`config.mk`:
```
export PLATFORM = sky130hd
export DESIGN_NAME = spiker_step_controller_flat
export DESIGN_NICKNAME = d
export VERILOG_FILES = /design/src/rtl/spiker_step_controller_if.sv /design/src/rtl/spiker_step_controller.sv /design/src/flat_wrapper.sv
export SDC_FILE = /design/constraint.sdc
export NUM_CORES = 1
export LEC_CHECK = 0
export CORE_ASPECT_RATIO = 1.75
export CORE_MARGIN = 5
export CORE_UTILIZATION = 40
export DETAILED_ROUTE_END_ITERATION = 6
export GPL_ROUTABILITY_DRIVEN = 1
export PLACE_DENSITY = 0.63
export SLEW_MARGIN = 20
export SYNTH_ARGS = -nofsm -noshare
export SYNTH_HDL_FRONTEND = slang
export SYNTH_SLANG_ARGS = --single-unit
```
`constraint.sdc`:
```
create_clock -name clk_i -period 3.6 [get_ports clk_i]
set_input_delay 0.72 -clock clk_i [delete_from_list [all_inputs] [get_ports clk_i]]
set_output_delay 0.72 -clock clk_i [all_outputs]
set_load 0.03 [all_outputs]
```
`src/rtl/spiker_step_controller_if.sv`:
```
// Step-controller bus: reg-file start/abort/config/ack, core and writer handshakes.
// master = reg file/core/writer side, slave = controller; clk/rst stay outside.
interface spiker_step_controller_if #(
  parameter int STEP_W = 4
);
  logic              start_i;
  logic              abort_i;
  logic [STEP_W-1:0] n_steps_i;
  logic              core_done_i;
  logic              writer_ready_i;
  logic              sw_ack_i;
  logic              core_clear_o;
  logic              core_start_o;
  logic              sample_o;
  logic              busy_o;
  logic              frame_valid_o;
  logic              err_o;
  logic [STEP_W-1:0] step_cnt_o;

  modport master (
    output start_i, abort_i, n_steps_i,
    output core_done_i, writer_ready_i, sw_ack_i,
    input  core_clear_o, core_start_o, sample_o,
    input  busy_o, frame_valid_o, err_o, step_cnt_o
  );

  modport slave (
    input  start_i, abort_i, n_steps_i,
    input  core_done_i, writer_ready_i, sw_ack_i,
    output core_clear_o, core_start_o, sample_o,
    output busy_o, frame_valid_o, err_o, step_cnt_o
  );
endinterface

```
`src/rtl/spiker_step_controller.sv`:
```
// Sequences one spiking-core frame: clear, N x (start, wait done, sample), hold.
// Ports: clk_i, rst_ni (sync, active-low), bus (slave modport); outputs registered.
module spiker_step_controller #(
  parameter int STEP_W  = 4,
  parameter int TMO_W   = 16,
  parameter int TMO_CYC = 4096
) (
  input  logic                   clk_i,
  input  logic                   rst_ni,
  spiker_step_controller_if.slave bus
);
  typedef enum logic [2:0] {
    IDLE, CLEAR, STEP, BUSY, WAIT_WR, FRAME, ERR
  } state_e;

  localparam logic [TMO_W-1:0]  TMO_LAST = TMO_W'(TMO_CYC - 1);
  localparam logic [TMO_W-1:0]  TMO_ONE  = TMO_W'(1);
  localparam logic [STEP_W-1:0] STEP_ONE = STEP_W'(1);

  state_e            state_q, state_d;
  logic [STEP_W-1:0] step_cnt_q, step_cnt_d;
  logic [STEP_W-1:0] n_steps_q, n_steps_d;
  logic [TMO_W-1:0]  tmo_cnt_q, tmo_cnt_d;
  logic clear_q, clear_d;
  logic start_q, start_d;
  logic sample_q, sample_d;
  logic busy_q, busy_d;
  logic fv_q, fv_d;
  logic err_q, err_d;

  always_ff @(posedge clk_i) begin
    if (!rst_ni) begin
      state_q    <= IDLE;
      step_cnt_q <= '0;
      n_steps_q  <= '0;
      tmo_cnt_q  <= '0;
      clear_q    <= 1'b0;
      start_q    <= 1'b0;
      sample_q   <= 1'b0;
      busy_q     <= 1'b0;
      fv_q       <= 1'b0;
      err_q      <= 1'b0;
    end else begin
      state_q    <= state_d;
      step_cnt_q <= step_cnt_d;
      n_steps_q  <= n_steps_d;
      tmo_cnt_q  <= tmo_cnt_d;
      clear_q    <= clear_d;
      start_q    <= start_d;
      sample_q   <= sample_d;
      busy_q     <= busy_d;
      fv_q       <= fv_d;
      err_q      <= err_d;
    end
  end

  always_comb begin
    state_d    = state_q;
    step_cnt_d = step_cnt_q;
    n_steps_d  = n_steps_q;
    tmo_cnt_d  = tmo_cnt_q;
    unique case (state_q)
      IDLE: begin
        if (bus.start_i) begin
          if (bus.n_steps_i != '0) begin
            n_steps_d  = bus.n_steps_i;
            step_cnt_d = '0;
            state_d    = CLEAR;
          end else begin
            state_d = ERR;
          end
        end
      end
      CLEAR: state_d = STEP;
      STEP: begin
        tmo_cnt_d = '0;
        state_d   = BUSY;
      end
      BUSY: begin
        tmo_cnt_d = tmo_cnt_q + TMO_ONE;
        if (bus.core_done_i) begin
          state_d = WAIT_WR;
        end else if (tmo_cnt_q == TMO_LAST) begin
          state_d = ERR;
        end
      end
      WAIT_WR: begin
        if (bus.writer_ready_i) begin
          step_cnt_d = step_cnt_q + STEP_ONE;
          state_d = (step_cnt_d == n_steps_q) ? FRAME : STEP;
        end
      end
      FRAME: begin
        if (bus.sw_ack_i) begin
          state_d = IDLE;
        end
      end
      ERR: state_d = ERR;
      default: state_d = IDLE;
    endcase
    // Abort freezes the datapath too, so a same-cycle sample never counts.
    if (bus.abort_i) begin
      state_d    = IDLE;
      step_cnt_d = step_cnt_q;
      n_steps_d  = n_steps_q;
      tmo_cnt_d  = tmo_cnt_q;
    end
  end

  // Decoded from the next state so every flag lands with its state.
  always_comb begin
    clear_d  = (state_d == CLEAR);
    start_d  = (state_d == STEP);
    sample_d = (state_q == WAIT_WR) && bus.writer_ready_i
               && !bus.abort_i;
    busy_d   = (state_d == CLEAR) || (state_d == STEP)
               || (state_d == BUSY) || (state_d == WAIT_WR);
    fv_d     = (state_d == FRAME);
    err_d    = (state_d == ERR);
  end

  assign bus.core_clear_o  = clear_q;
  assign bus.core_start_o  = start_q;
  assign bus.sample_o      = sample_q;
  assign bus.busy_o        = busy_q;
  assign bus.frame_valid_o = fv_q;
  assign bus.err_o         = err_q;
  assign bus.step_cnt_o    = step_cnt_q;
endmodule

```
`src/flat_wrapper.sv`:
```
// flat-port wrapper written by rule: the top's interface ports become plain ports
module spiker_step_controller_flat 
#(
  parameter int STEP_W  = 4,
  parameter int TMO_W   = 16,
  parameter int TMO_CYC = 4096
)
  (clk_i, rst_ni, bus_start_i, bus_abort_i, bus_n_steps_i, bus_core_done_i, bus_writer_ready_i, bus_sw_ack_i, bus_core_clear_o, bus_core_start_o, bus_sample_o, bus_busy_o, bus_frame_valid_o, bus_err_o, bus_step_cnt_o);
  spiker_step_controller_if #(.STEP_W(STEP_W)) bus_i ();
  input  logic clk_i;
  input  logic rst_ni;
  input wire logic [$bits(bus_i.start_i)-1:0] bus_start_i;
  input wire logic [$bits(bus_i.abort_i)-1:0] bus_abort_i;
  input wire logic [$bits(bus_i.n_steps_i)-1:0] bus_n_steps_i;
  input wire logic [$bits(bus_i.core_done_i)-1:0] bus_core_done_i;
  input wire logic [$bits(bus_i.writer_ready_i)-1:0] bus_writer_ready_i;
  input wire logic [$bits(bus_i.sw_ack_i)-1:0] bus_sw_ack_i;
  output wire logic [$bits(bus_i.core_clear_o)-1:0] bus_core_clear_o;
  output wire logic [$bits(bus_i.core_start_o)-1:0] bus_core_start_o;
  output wire logic [$bits(bus_i.sample_o)-1:0] bus_sample_o;
  output wire logic [$bits(bus_i.busy_o)-1:0] bus_busy_o;
  output wire logic [$bits(bus_i.frame_valid_o)-1:0] bus_frame_valid_o;
  output wire logic [$bits(bus_i.err_o)-1:0] bus_err_o;
  output wire logic [$bits(bus_i.step_cnt_o)-1:0] bus_step_cnt_o;
  assign bus_i.start_i = bus_start_i;
  assign bus_i.abort_i = bus_abort_i;
  assign bus_i.n_steps_i = bus_n_steps_i;
  assign bus_i.core_done_i = bus_core_done_i;
  assign bus_i.writer_ready_i = bus_writer_ready_i;
  assign bus_i.sw_ack_i = bus_sw_ack_i;
  assign bus_core_clear_o = bus_i.core_clear_o;
  assign bus_core_start_o = bus_i.core_start_o;
  assign bus_sample_o = bus_i.sample_o;
  assign bus_busy_o = bus_i.busy_o;
  assign bus_frame_valid_o = bus_i.frame_valid_o;
  assign bus_err_o = bus_i.err_o;
  assign bus_step_cnt_o = bus_i.step_cnt_o;
  spiker_step_controller #(.STEP_W(STEP_W), .TMO_W(TMO_W), .TMO_CYC(TMO_CYC)) u_core (.clk_i(clk_i), .rst_ni(rst_ni), .bus(bus_i));
endmodule
```
Word level (Yosys, flattened, before mapping)
Cells that the tools add are included.
Word-level totals
  flip-flop bits (word level): 33
Cells by class
  $add $sub $neg: 2
  reduce and logical (&&, ||, !) cells: 13
  eq/ne operators: 17
  multiplexer cells: 14
  bitwise operators: 1
Operators with widths (number)
  16-bit case mux with 2 select lines: 1
  3-bit two-way mux: 8
  3-bit case mux with 7 select lines: 1
  3-bit equality test (second input constant): 6
  16-bit by 1-bit adder with 16-bit output (second input constant): 1
  16-bit by 12-bit equality test with 1-bit output (second input constant): 1
  3-bit by 2-bit equality test with 1-bit output (second input constant): 4
  4-bit two-way mux: 3
  4-bit case mux with 2 select lines: 1
  3-bit by 1-bit equality test with 1-bit output (second input constant): 2
  5-bit AND reduction: 1
  4-bit by 1-bit adder with 4-bit output (second input constant): 1
  4-bit equality test: 1
  2-bit != test (second input constant): 2
  4-bit AND reduction: 1
  2-bit nonzero test: 2
  4-bit nonzero test: 1
  3-bit zero test: 1
  1-bit logical OR: 3
  1-bit logical AND: 2
  2-bit by 1-bit != test with 1-bit output (second input constant): 1
  2-bit AND reduction: 1
  1-bit zero test: 1
  1-bit inverter: 1

Depth between registers and ports, before layout
  depth in word-level cells: 10
  gate-level depth with buffers: 7
  depth with buffers taken out: 6

Worst setup path after synthesis
Ideal clock, no wire load.
  path type: input to register
  from: input port bus_n_steps_i[3]
  to: register u_core.err_q, in the netlist u_core.bus.err_o
  setup time: 0.096 ns
  data arrival time: 2.107 ns
  cell stages on the path: 5
  required time: 3.504 ns
  setup slack: 1.397 ns
  cell sequence: or4_1 > o311ai_0 > a32o_2 > o31ai_1 > nor4b_1
On the way
  cells in the longest elaborated chain, start to end: 6
Ends and longest elaborated chain
  start: declaration: line flat_wrapper.sv:14  | input wire logic [$bits(bus_i.n_steps_i)-1:0] bus_n_steps_i;
  4-bit nonzero test: line spiker_step_controller.sv:65  | if (bus.n_steps_i != '0) begin
  3-bit two-way mux: line spiker_step_controller.sv:65
  3-bit two-way mux: line spiker_step_controller.sv:64  | if (bus.start_i) begin
  3-bit case mux with 7 select lines: line spiker_step_controller.sv:62  | unique case (state_q)
  3-bit two-way mux: line spiker_step_controller.sv:102  | if (bus.abort_i) begin
  3-bit equality test: line spiker_step_controller.sv:119  | err_d = (state_d == ERR);
  end signal: assignment: line spiker_step_controller.sv:53  | err_q <= err_d;
  end: declaration: line spiker_step_controller.sv:29  | logic err_q, err_d;
Every way passes these cells.
A chain may end at the register's enable or synchronous reset.

Final worst setup path
Same ends and word-level chain as after synthesis.

==> results.yml <==
drt:
  dr_total_vias: 1437
  first_pass_iters: 5
  post-route-drc-count: 0
  wl_per_cell_um: 14.68
  viasPerCell: 5.506
  routed_wl_um: 3832
  drtIter0Drc: 21
  ant_nets: 0
setup_path:
  crit_fanout: 5
  cpPeakStageDelay_ns: 0.59
  worstPathRequired_ns: 3.78
  crit_type: "input pin to flip-flop"
  end_kind: "flip-flop"
  start_kind: "input pin"
  worst-endpoint-arrival_ns: 2.77
  worstPathCellList: "clkdlybuf4s50_1 > or4_1 > o311ai_0 > a32o_2 > o31ai_1 > nor4b_1"
  critPathSlowestCell: "or4_1"
sta:
  rsz0062_at_grt: "no"
  slew_headroom_pct: 61.62
  setup_viol: 0
  hold_viol: 0
  clock.fmax_ghz: 0.3865
  fin_setup_tns_ns: 0
  maxSlewViolCount: 0
  tightest_slew_ns: 0.5708
  min_period_ns: 2.588
  skew_ns: 0.004632
  fin_ws_ns: 1.012
  post-route-period-util_pct: 71.88
synth:
  syn_inst: 191
  synth_cell_types: 43
  synth_area_leaders: "dfxtp_1, nor2_1, xnor2_1, xor2_1, nand2_1"
  synth-seq-cells: 33
  synth_edf_count: 0
  synth_compound_area_share_pct: 11.82
  synth_area_um2: 1630
  async_flop_share_pct: 0
  yosysWarnings: 0
  synth_top_family_by_area: "simple AND/OR/NAND/NOR gates"
  synth.area.mux_share_pct: 0.6140
  synthSimpleGateAreaFrac_pct: 33.31
  synthAdderAreaFrac_pct: 1.535
  avgSynthCellArea_um2: 8.536
  synth_xor_xnor_area_share_pct: 9.670
  yosys.area.top_type: "dfxtp_1"
  synth_top_area_share_pct: 40.52
  ys_seq_area_share_pct: 40.52
  synth_nets: 204
  ys.flop_type: "dfxtp_1"
layout:
  drive_gt1_share_pct: 6.573
  nNetsFinal: 226
  antennaDiodeCount: 0
  fin_util_pct: 50.61
  finalNonFillerCells: 261
  area.growth.synth_to_final_pct: 21.18
  layout_commonest_cell: "dfxtp_1"
  layout_common_cells: "dfxtp_1, nor2_1, clkdlybuf4s50_1"
clock_network:
  clock_sinks: 33
  cts_made_buffers: 5
  clkTransAtPathRegs_ns: 0.07
  h-tree-depth: 2
  cts_root_buf: "clkbuf_8"
  tritoncts: "done"
  cts_hold_buf: 0
  cts_setup_buffers: 0
  ctsResizeCount: 0
  clk_path_buf_depth: 2
  worstSkewPairLatency_ns: 0.28
global_routing:
  grt_max_degree: 17
  grt_util_met3_pct: 4.241
  grt.total_usage_pct: 15.61
  gr-total-overflow: 0
  antenna_found_initial: 0
  grt_pass1_vias: 1498
  grt_util_met1_pct: 13.31
  grt_pass1_wl_um: 6492
  met2_usage_pct: 29.76
  grt.busiest_layer: "met2"
run_status:
  outcome: "finished, final reports clean"
power_and_ir_drop:
  ir_drop_mv: 0.2458
  p_per_area_nw_per_um2: 390.7
  power.leakage_nw: 0.6837
place:
  dp_hpwl_um: 3047
  dpl_worst_slack_ns: 0.7331
  placedCellCount: 254
  gp_congestion: 0.8446
  port_buffers: 20
floorplanning:
  die_area_um2: 5503
  die_w_um: 58.26
  num_rows: 30
  io_pins: 21
  fp.dieH_um: 94.46
  coreArea_um2: 3904
  initial_core_util_pct: 41.76
min_path:
  hold_class: "flip-flop to flip-flop"
flow_run:
  maxCapViolations: 0
per-layer routing:
layer / routed length [um] / up-vias / share of wire [%]
met3: 117 / 10 / 3.1
met4: 116 / 0 / 3.0
met5: 0 / - / 0
li1: - / 714 / -
met1: 1358 / 678 / 35
met2: 2240 / 35 / 58
layout make-up:
| class | count | area, um2 |
|---|---|---|
| Timing Repair Buffer | 21 | 207.7 |
| Clock inverter | 2 | 35.03 |
| Clock buffer | 5 | 68.82 |
| Tap cell | 48 | 60.06 |
| Inverter | 4 | 15.01 |
| Multi-Input combinational cell | 148 | 928.4 |
| Sequential cell | 33 | 660.6 |
| Fill cell | 400 | 1928 |
cells by family after synthesis:
family	after synthesis
buffers and inverters	10
XOR/XNOR	18
AND/OR/NAND/NOR	97
AO/OA/AOI/OAI	30
multiplexers	1
flip-flops	33
adder cells (fa/ha/maj)	2
synthesized netlist by cell type (2+ instances only):
cell type / number
dfxtp_1: 33
nor2_1: 27
nand2_1: 19
a21oi_1: 12
nand3_1: 9
xnor2_1: 9
xor2_1: 9
nor2b_1: 6
nand3b_1: 5
inv_1: 4
nor4_1: 4
o21ai_0: 4
or3_1: 4
buf_2: 3
clkbuf_1: 3
nand2b_1: 3
nor3_1: 3
nor4b_1: 3
a31oi_1: 2
ha_1: 2
nand4_1: 2
o21ai_1: 2
o311ai_0: 2
or4_1: 2
worst paths after layout:
check / startpoint / endpoint / slack (ns) / cells after the start
max: bus_n_steps_i[3] / u_core.bus.err_o / 1.01 / 6
min: u_core.n_steps_q[2] / u_core.n_steps_q[2] / 0.48 / 2
max reg2reg: u_core.state_q[2] / u_core.bus.core_start_o / 1.49 / 5
min reg2reg: u_core.n_steps_q[2] / u_core.n_steps_q[2] / 0.48 / 2
sequential cells by signal, summed over array words and instances, names as in the netlist:
name and flops:
u_core.bus.busy_o 1, u_core.state_q 3, u_core.bus.step_cnt_o 4, u_core.bus.frame_valid_o 1, u_core.bus.sample_o 1, u_core.bus.core_clear_o 1, u_core.bus.err_o 1, u_core.tmo_cnt_q 16
u_core.n_steps_q 4, u_core.bus.core_start_o 1
per-stage QoR:
stage               total power, mW  instance area, um2  hold WS, ns
floorplan                    0.4218                1630       0.4478
global placement             0.4476                1872       0.4754
detailed placement           0.4492                1872       0.4747
CTS                          0.7825                1976       0.4840
global route                 0.8078                1976       0.4939
finish                       0.7719                1976       0.4794
power by group:
| group | switching (mW) | internal [mW] | total [mW] | leakage [nW] |
|---|---|---|---|---|
| Combinational | 0.0349 | 0.0292 | 0.0641 | 0.363 |
| Clock | 0.130 | 0.201 | 0.330 | 0.0540 |
| Sequential | 0.00687 | 0.370 | 0.377 | 0.267 |
critical path: cells and delay by family:
kind	cells	cell delay, ns
AND/OR/NAND/NOR	2	0.90
AO/OA/AOI/OAI	3	0.73
buffers and inverters	1	0.41
No activity file was read; power rests on OpenSTA's default activity.
